File: src/rtl/irq_ctrl.sv
// Interrupt controller: synchronizes and edge-detects request lines, keeps a sticky
// pending vector, and runs one request/ack/eoi handshake with the CPU at a time.
//
//  state | meaning
//  ------+------------------------------------------------------------
//  IDLE  | no request presented; picks the lowest eligible source
//  REQ   | irq high, irq_id frozen until ack or withdrawal
//  INSVC | handler running; no new irq until eoi
module irq_ctrl #(
  parameter int NSRC        = 8,
  parameter int IDW         = 3,
  parameter int SYNC_STAGES = 2
) (
  input  logic            clk,
  input  logic            rst,
  input  logic [NSRC-1:0] src,
  input  logic [NSRC-1:0] en_mask,
  input  logic            glob_dis,
  input  logic            clr_we,
  input  logic [NSRC-1:0] clr_mask,
  input  logic            irq_ack,
  input  logic            eoi,
  output logic [NSRC-1:0] pending,
  output logic            irq,
  output logic [IDW-1:0]  irq_id,
  output logic            in_service
);

  if (SYNC_STAGES < 2 || SYNC_STAGES > 3) begin : g_bad_sync
    $error("irq_ctrl: SYNC_STAGES must be 2 or 3");
  end
  if ((2 ** IDW) < NSRC) begin : g_bad_idw
    $error("irq_ctrl: IDW too narrow for NSRC");
  end

  typedef enum logic [1:0] {
    IDLE  = 2'd0,
    REQ   = 2'd1,
    INSVC = 2'd2
  } state_t;

  state_t          state;
  logic [NSRC-1:0] sync_q [SYNC_STAGES];
  logic [NSRC-1:0] s;
  logic [NSRC-1:0] s_d;
  logic [NSRC-1:0] rise;
  logic [NSRC-1:0] req;
  logic [NSRC-1:0] id_hit;
  logic [NSRC-1:0] clr_bits;
  logic [NSRC-1:0] ack_bits;
  logic [NSRC-1:0] pending_nxt;
  logic            eligible;
  logic            ack_clr;
  logic            withdrawn;

  function automatic logic [IDW-1:0] first_set(input logic [NSRC-1:0] v);
    logic [IDW-1:0] idx;
    idx = '0;
    for (int i = NSRC - 1; i >= 0; i--) begin
      if (v[i]) idx = IDW'(i);
    end
    return idx;
  endfunction

  always_ff @(posedge clk or posedge rst) begin
    if (rst) begin
      for (int k = 0; k < SYNC_STAGES; k++) sync_q[k] <= '0;
      s_d <= '0;
    end else begin
      sync_q[0] <= src;
      for (int k = 1; k < SYNC_STAGES; k++) sync_q[k] <= sync_q[k-1];
      s_d <= s;
    end
  end

  assign s    = sync_q[SYNC_STAGES-1];
  assign rise = s & ~s_d;

  always_comb begin
    id_hit = '0;
    for (int i = 0; i < NSRC; i++) id_hit[i] = (irq_id == IDW'(i));
  end

  assign req       = pending & en_mask;
  assign eligible  = (|req) & ~glob_dis;
  assign ack_clr   = (state == REQ) & irq_ack;
  assign withdrawn = ~(|(req & id_hit)) | glob_dis;

  // A rising edge outranks both the software clear and the ack clear.
  assign clr_bits    = clr_we ? ~clr_mask : '0;
  assign ack_bits    = ack_clr ? id_hit : '0;
  assign pending_nxt = (pending & ~clr_bits & ~ack_bits) | rise;

  always_ff @(posedge clk or posedge rst) begin
    if (rst) pending <= '0;
    else     pending <= pending_nxt;
  end

  always_ff @(posedge clk or posedge rst) begin
    if (rst) begin
      state      <= IDLE;
      irq        <= 1'b0;
      irq_id     <= '0;
      in_service <= 1'b0;
    end else begin
      case (state)
        IDLE: begin
          if (eligible) begin
            irq_id <= first_set(req);
            irq    <= 1'b1;
            state  <= REQ;
          end
        end
        REQ: begin
          if (irq_ack) begin
            irq        <= 1'b0;
            in_service <= 1'b1;
            state      <= INSVC;
          end else if (withdrawn) begin
            irq   <= 1'b0;
            state <= IDLE;
          end
        end
        INSVC: begin
          if (eoi) begin
            in_service <= 1'b0;
            state      <= IDLE;
          end
        end
        default: begin
          irq        <= 1'b0;
          in_service <= 1'b0;
          state      <= IDLE;
        end
      endcase
    end
  end

endmodule
File: config.mk
export PLATFORM = sky130hd
export DESIGN_NAME = irq_ctrl
export DESIGN_NICKNAME = d
export VERILOG_FILES = /design/src/rtl/irq_ctrl.sv
export SDC_FILE = /design/constraint.sdc
export NUM_CORES = 1
export LEC_CHECK = 0
export BUFFER_PORTS_ARGS = -buffer_cell sky130_fd_sc_hd__buf_2
export CAP_MARGIN = 5
export CORE_MARGIN = 3
export CORE_UTILIZATION = 54
export CTS_CLUSTER_DIAMETER = 100
export DETAILED_ROUTE_END_ITERATION = 8
export GPL_TIMING_DRIVEN = 1
export PLACE_DENSITY = 0.83
export SETUP_SLACK_MARGIN = 0.15
export SLEW_MARGIN = 20
export SYNTH_ARGS = -nofsm -noshare
export SYNTH_HDL_FRONTEND = slang
export SYNTH_SLANG_ARGS = --single-unit
File: constraint.sdc
create_clock -name clk -period 4 [get_ports clk]
set_input_delay 0.2 -clock clk [delete_from_list [all_inputs] [get_ports clk]]
set_output_delay 0.2 -clock clk [all_outputs]
set_load 0.03 [all_outputs]
* Word level (Yosys, flattened, before mapping) *
Index checks and enable logic that the tools add are counted.

word-level totals
  bits in registers = 39
  latch bits = 0
  bits in writable memories = 0
  ROM bits = 0
  input bits = 30
  output and inout bits = 13
  logic and storage cells = 68
  memories = 0

operators by class
  add/sub/neg operators = 0
  multipliers = 0
  div/mod/pow operators = 0
  magnitude comparators = 0
  equality and inequality tests = 13
  shift operators = 0
  muxes and demuxes = 22
  bitwise gates (word level) = 17
  reductions and logical operators = 8

operators with widths
  operator            count
  $and 8x8->8         5
  $not 8->8           4
  $mux 3              8
  $mux 8              2
  $reduce_or 8->1     2
  $eq 3x3->1 const B  4
  $reduce_and 3->1    3
  $mux 2              4
  $or 8x8->8          1
  $eq 3x2->1 const B  2
  $ne 2x2->1 const B  3
  $pmux 1 s3          2
  $pmux 2 s3          1
  $mux 1              5
  $not 1->1           4
  $eq 3x1->1 const B  1
  $logic_not 3->1     1
  $ne 3x3->1 const B  1
  $and 1x1->1         2
  $eq 2x1->1 const B  1
  $eq 2x2->1 const B  1
  $logic_not 2->1     1
  $reduce_and 2->1    1
  $or 1x1->1          1

* Depth between registers and ports, before layout *
  depth after elaboration = 9
  mapped depth = 5
  depth with buffers taken out = 4

* Worst setup path before layout *
No wires, ideal clock.

  kind = reg2reg
  start point = reg irq_id[2]
  end point = reg irq
  arrival time = 1611 ps
  required time = 3868 ps
  slack = 2258 ps
  stages on the path, launching flop included = 6
  clock period less this slack = 1742 ps
  path through = dfrtp_1 > buf_6 > and3_1 > mux4_2 > o31ai_1 > o211ai_1

between the ends
  longest elaborated chain between the ends = 7

RTL lines
  item                                      RTL line  source
  from (decl)                               25        output logic [IDW-1:0] irq_id,
  from (signal assigned)                    109       irq_id <= first_set(req);
  $eq 3x1->1, or another cell as far along  81        for (int i = 0; i < NSRC; i++) id_hit[i] = (irq_id == IDW'(i));
  $and 8x8->8 *                             87        assign withdrawn = ~(|(req & id_hit)) | glob_dis;
  $reduce_or 8->1 *                         87
  $not 1->1 *                               87
  $or 1x1->1 *                              87
  $ne 3x3->1 (no source line) *             -
  $reduce_and 3->1 (no source line) *       -
  to (signal assigned)                      102       irq <= 1'b0;
  to (signal assigned)                      110       irq <= 1'b1;
  to (signal assigned)                      116       irq <= 1'b0;
  to (decl)                                 24        output logic irq,

Mark *: on every way between the ends. The rest lies on a longest branch, timed or not.
A chain may end at the register's enable or synchronous reset.

* Final worst setup path *
Same ends and word-level chain as after synthesis.

==> flow_summary.json <==
{
  "result_of_the_run": "completed",
  "yosysSeqAreaShare_pct": 66.16,
  "tritoncts": "built",
  "clock_pin_slew_of_the_registers_on_the_worst_case_setup_and_hold_paths_ns": 0.11,
  "tritoncts_num_sinks": 39,
  "worst_hold_startpoint": "clr_mask[7]",
  "arithmetic_cell_share_of_the_synthesized_area_counting_full_adders_half_adders_and_majority_gates_pct": 0,
  "cts-buffers-inserted": 5,
  "layout.nets": 209,
  "cts_root_buf": "clkbuf_4",
  "maxClockFrequency_mhz": 548.3,
  "synth_top_cell_area_share_pct": 66.16,
  "min-delay-path-class": "primary input to register",
  "dieHeight_microns": 58.27,
  "stdcell_area_sq_mm": 0.001874,
  "insertedDiodeCount": 0,
  "floorplan.rows": 18,
  "syn-cell-area_sq_mm": 0.001475,
  "crit_required_ns": 4.21,
  "dieWidth_microns": 58.27,
  "ys_warn_count": 0,
  "grt_first_pass_wirelength_microns": 5299,
  "timing.hold.worst_endpoint": "pending[7]",
  "hold_viol": 0,
  "die_area_sq_mm": 0.003395,
  "vias_in_the_first_global_route": 1245,
  "gr_overflow_total": 0,
  "grt_setup_unrepaired": "false",
  "cts_max_level": 2,
  "start_util_pct": 57.96,
  "reg2regPathDepth": 4,
  "avgViaCountPerCell": 5.867,
  "synthesis.instances": 122,
  "detailed_route_wl_microns": 3367,
  "worst-r2r-setup-slack_ns": 2.18,
  "clockBufferDepth": 2,
  "synth-edff-count": 0,
  "synthFlopType": "dfrtp_1",
  "drcViolationCount": 0,
  "dr_total_vias": 1232,
  "setup_viol": 0,
  "antenna_found_initial": 0,
  "cp.arrival_ns": 2.03,
  "synth.net_count": 152,
  "initialDrtViolationCount": 122,
  "io_buffers": 42,
  "setup_ws_ns": 2.176,
  "design.core.area_sq_mm": 0.002545,
  "leakagePower_uw": 0.0009207,
  "ys_seq_elements": 39,
  "power_density_mw_per_mm2": 553.3,
  "dpl_hpwl_microns": 2362,
  "finish.utilization_pct": 73.65,
  "dpl_worst_slack_ns": 2.206,
  "crit_fanout": 13,
  "boundaryPins": 43,
  "final_antenna_net_count": 0,
  "grt_use_total_pct": 21.44,
  "buffer_count_from_post_cts_setup_fixing": 0,
  "post_drt_wl_per_cell_microns": 16.03,
  "worst-slew-pin-transition_ns": 0.6879,
  "clk_latency_ns": 0.33,
  "min_delay_path_depth": 3,
  "synthesis_to_layout_area_growth_pct": 27.06,
  "worstReg2RegEnd": "irq",
  "yosys.area_share.xor_xnor_pct": 0,
  "synth_area_leaders": "dfrtp_1 66%, o21ai_0 3.7%, o221ai_1 3.6%",
  "synth_area_leader_cell": "dfrtp_1",
  "slew_viol_final": 0,
  "grt_max_degree": 40,
  "syn-mean-instance-area_sq_um": 12.09,
  "layout.cells.most_common_list": "42 x buf_2, 39 x dfrtp_1, 13 x inv_1, 12 x nand2_1, 11 x o21ai_0",
  "worst_clock_skew_ns": 0.007630,
  "max_slew_margin_pct": 53.79,
  "filler_cell_count": 186,
  "finalWorstPathRequiredPeriod_ns": 1.824,
  "fin_crit_sh_pct": 45.59,
  "main_combinational_cell_family_by_area_after_synthesis": "compound AO/OA/AOI/OAI gates",
  "synth_compound_area_share_pct": 17.90,
  "end_kind": "register",
  "place.gp.congestion": 0.8850,
  "post_route_cells_drive_above_1_share_pct": 30.00,
  "startpoint_types": "register",
  "synthSimpleGateAreaFrac_pct": 10.09,
  "post_cts_resize_count": 0,
  "commonest_non_fill_non_tap_cell_in_the_layout": "buf_2",
  "register_area_sq_um": 975.9,
  "drv_cap": 0,
  "holdWs_ns": 0.1518,
  "peakVddDrop_mv": 0.3966,
  "area_used_by_multi_input_combinational_logic_sq_um": 435.4,
  "rr_startpoint": "irq_id[2]",
  "setup.worst_path.class": "register to register",
  "multiplexer_fraction_of_the_synthesized_cell_area_pct": 1.527,
  "async_reset_ff_share_pct": 100.0,
  "placement.cell_area_sq_mm": 0.001715,
  "detailedRoute.firstPassIterationCount": 4,
  "synth.lib_cells_used.distinct": 28,
  "fin_tns_setup_ns": 0
}
power breakdown:
part | internal [uW] | switching (uW)
clock network | 104 | 114
registers | 449 | 78.9
logic | 114 | 178
total | 666 | 371
how the worst max path moves through the flow:
stage,from,endpoint,slack [ns],cells past startpoint
5_1_grt,irq_id[2],irq,2.06,4
4_1_cts,irq_id[2],irq,2.19,4
2_1_floorplan,irq_id[2],irq,2.26,5
3_3_place_gp,irq_id[2],irq,2.31,4
3_5_place_dp,irq_id[2],irq,2.21,4
6_report,irq_id[2],irq,2.18,4
stage by stage:
stage                     cells  power (uW)
final                       210        1037
after global routing        210        1101
after CTS                   210        1041
after detailed placement    193       811.9
after global placement      193       794.5
after floorplan             122       723.5
state kept, by name, indices dropped and copies added (netlist names):
name / count
pending: 8
s: 8
s_d: 8
sync_q: 8
irq_id: 3
state: 2
in_service: 1
irq: 1
synth_stat cells, types with 2 or more instances:
cell	n
dfrtp_1	39
inv_1	13
nand2_1	12
o21ai_0	11
a21oi_1	7
o221ai_1	6
a22oi_1	4
nor3_1	4
a32o_1	2
and3_1	2
and3b_2	2
nand2b_1	2
o22ai_1	2
o31ai_1	2
routing by layer:
metal	up-vias	track usage (%)	wire length [microns]
met5	-	0	0
met4	0	10.60	164
met3	23	6.904	312
met2	80	36.68	1682
met1	574	23.81	1208
li1	555	-	-
worst max-delay path, cell delays in order, from the launching register on:
cell	delay, ns
dfrtp_1	0.55
and3b_2	0.25
mux4_2	0.47
o31ai_1	0.31
o211ai_1	0.13
cell families (layout without fill, tap and decap cells):
| group | count (synthesis) | count (layout) |
|---|---|---|
| AOI/OAI and AO/OA | 39 | 39 |
| buffers and inverters | 15 | 73 |
| DFF | 39 | 39 |
| muxes | 1 | 1 |
| and+or+nand+nor | 28 | 28 |
cell type report:
cell class / instances / area share [%]
timing repair buffer: 52 / 16.42
inverter: 13 / 2.603
tap: 30 / 2.003
sequential: 39 / 52.07
multi-input combinational: 68 / 23.23
clock buffer: 8 / 3.672
what timing repair did:
| item | 4_1_cts | 5_1_grt |
|---|---|---|
| hold buffers | 9 | 0 |
| setup endpoints to repair | 0 | 0 |
| endpoints found under the hold margin | 47 | 0 |
No activity file was read; power rests on OpenSTA's default activity.
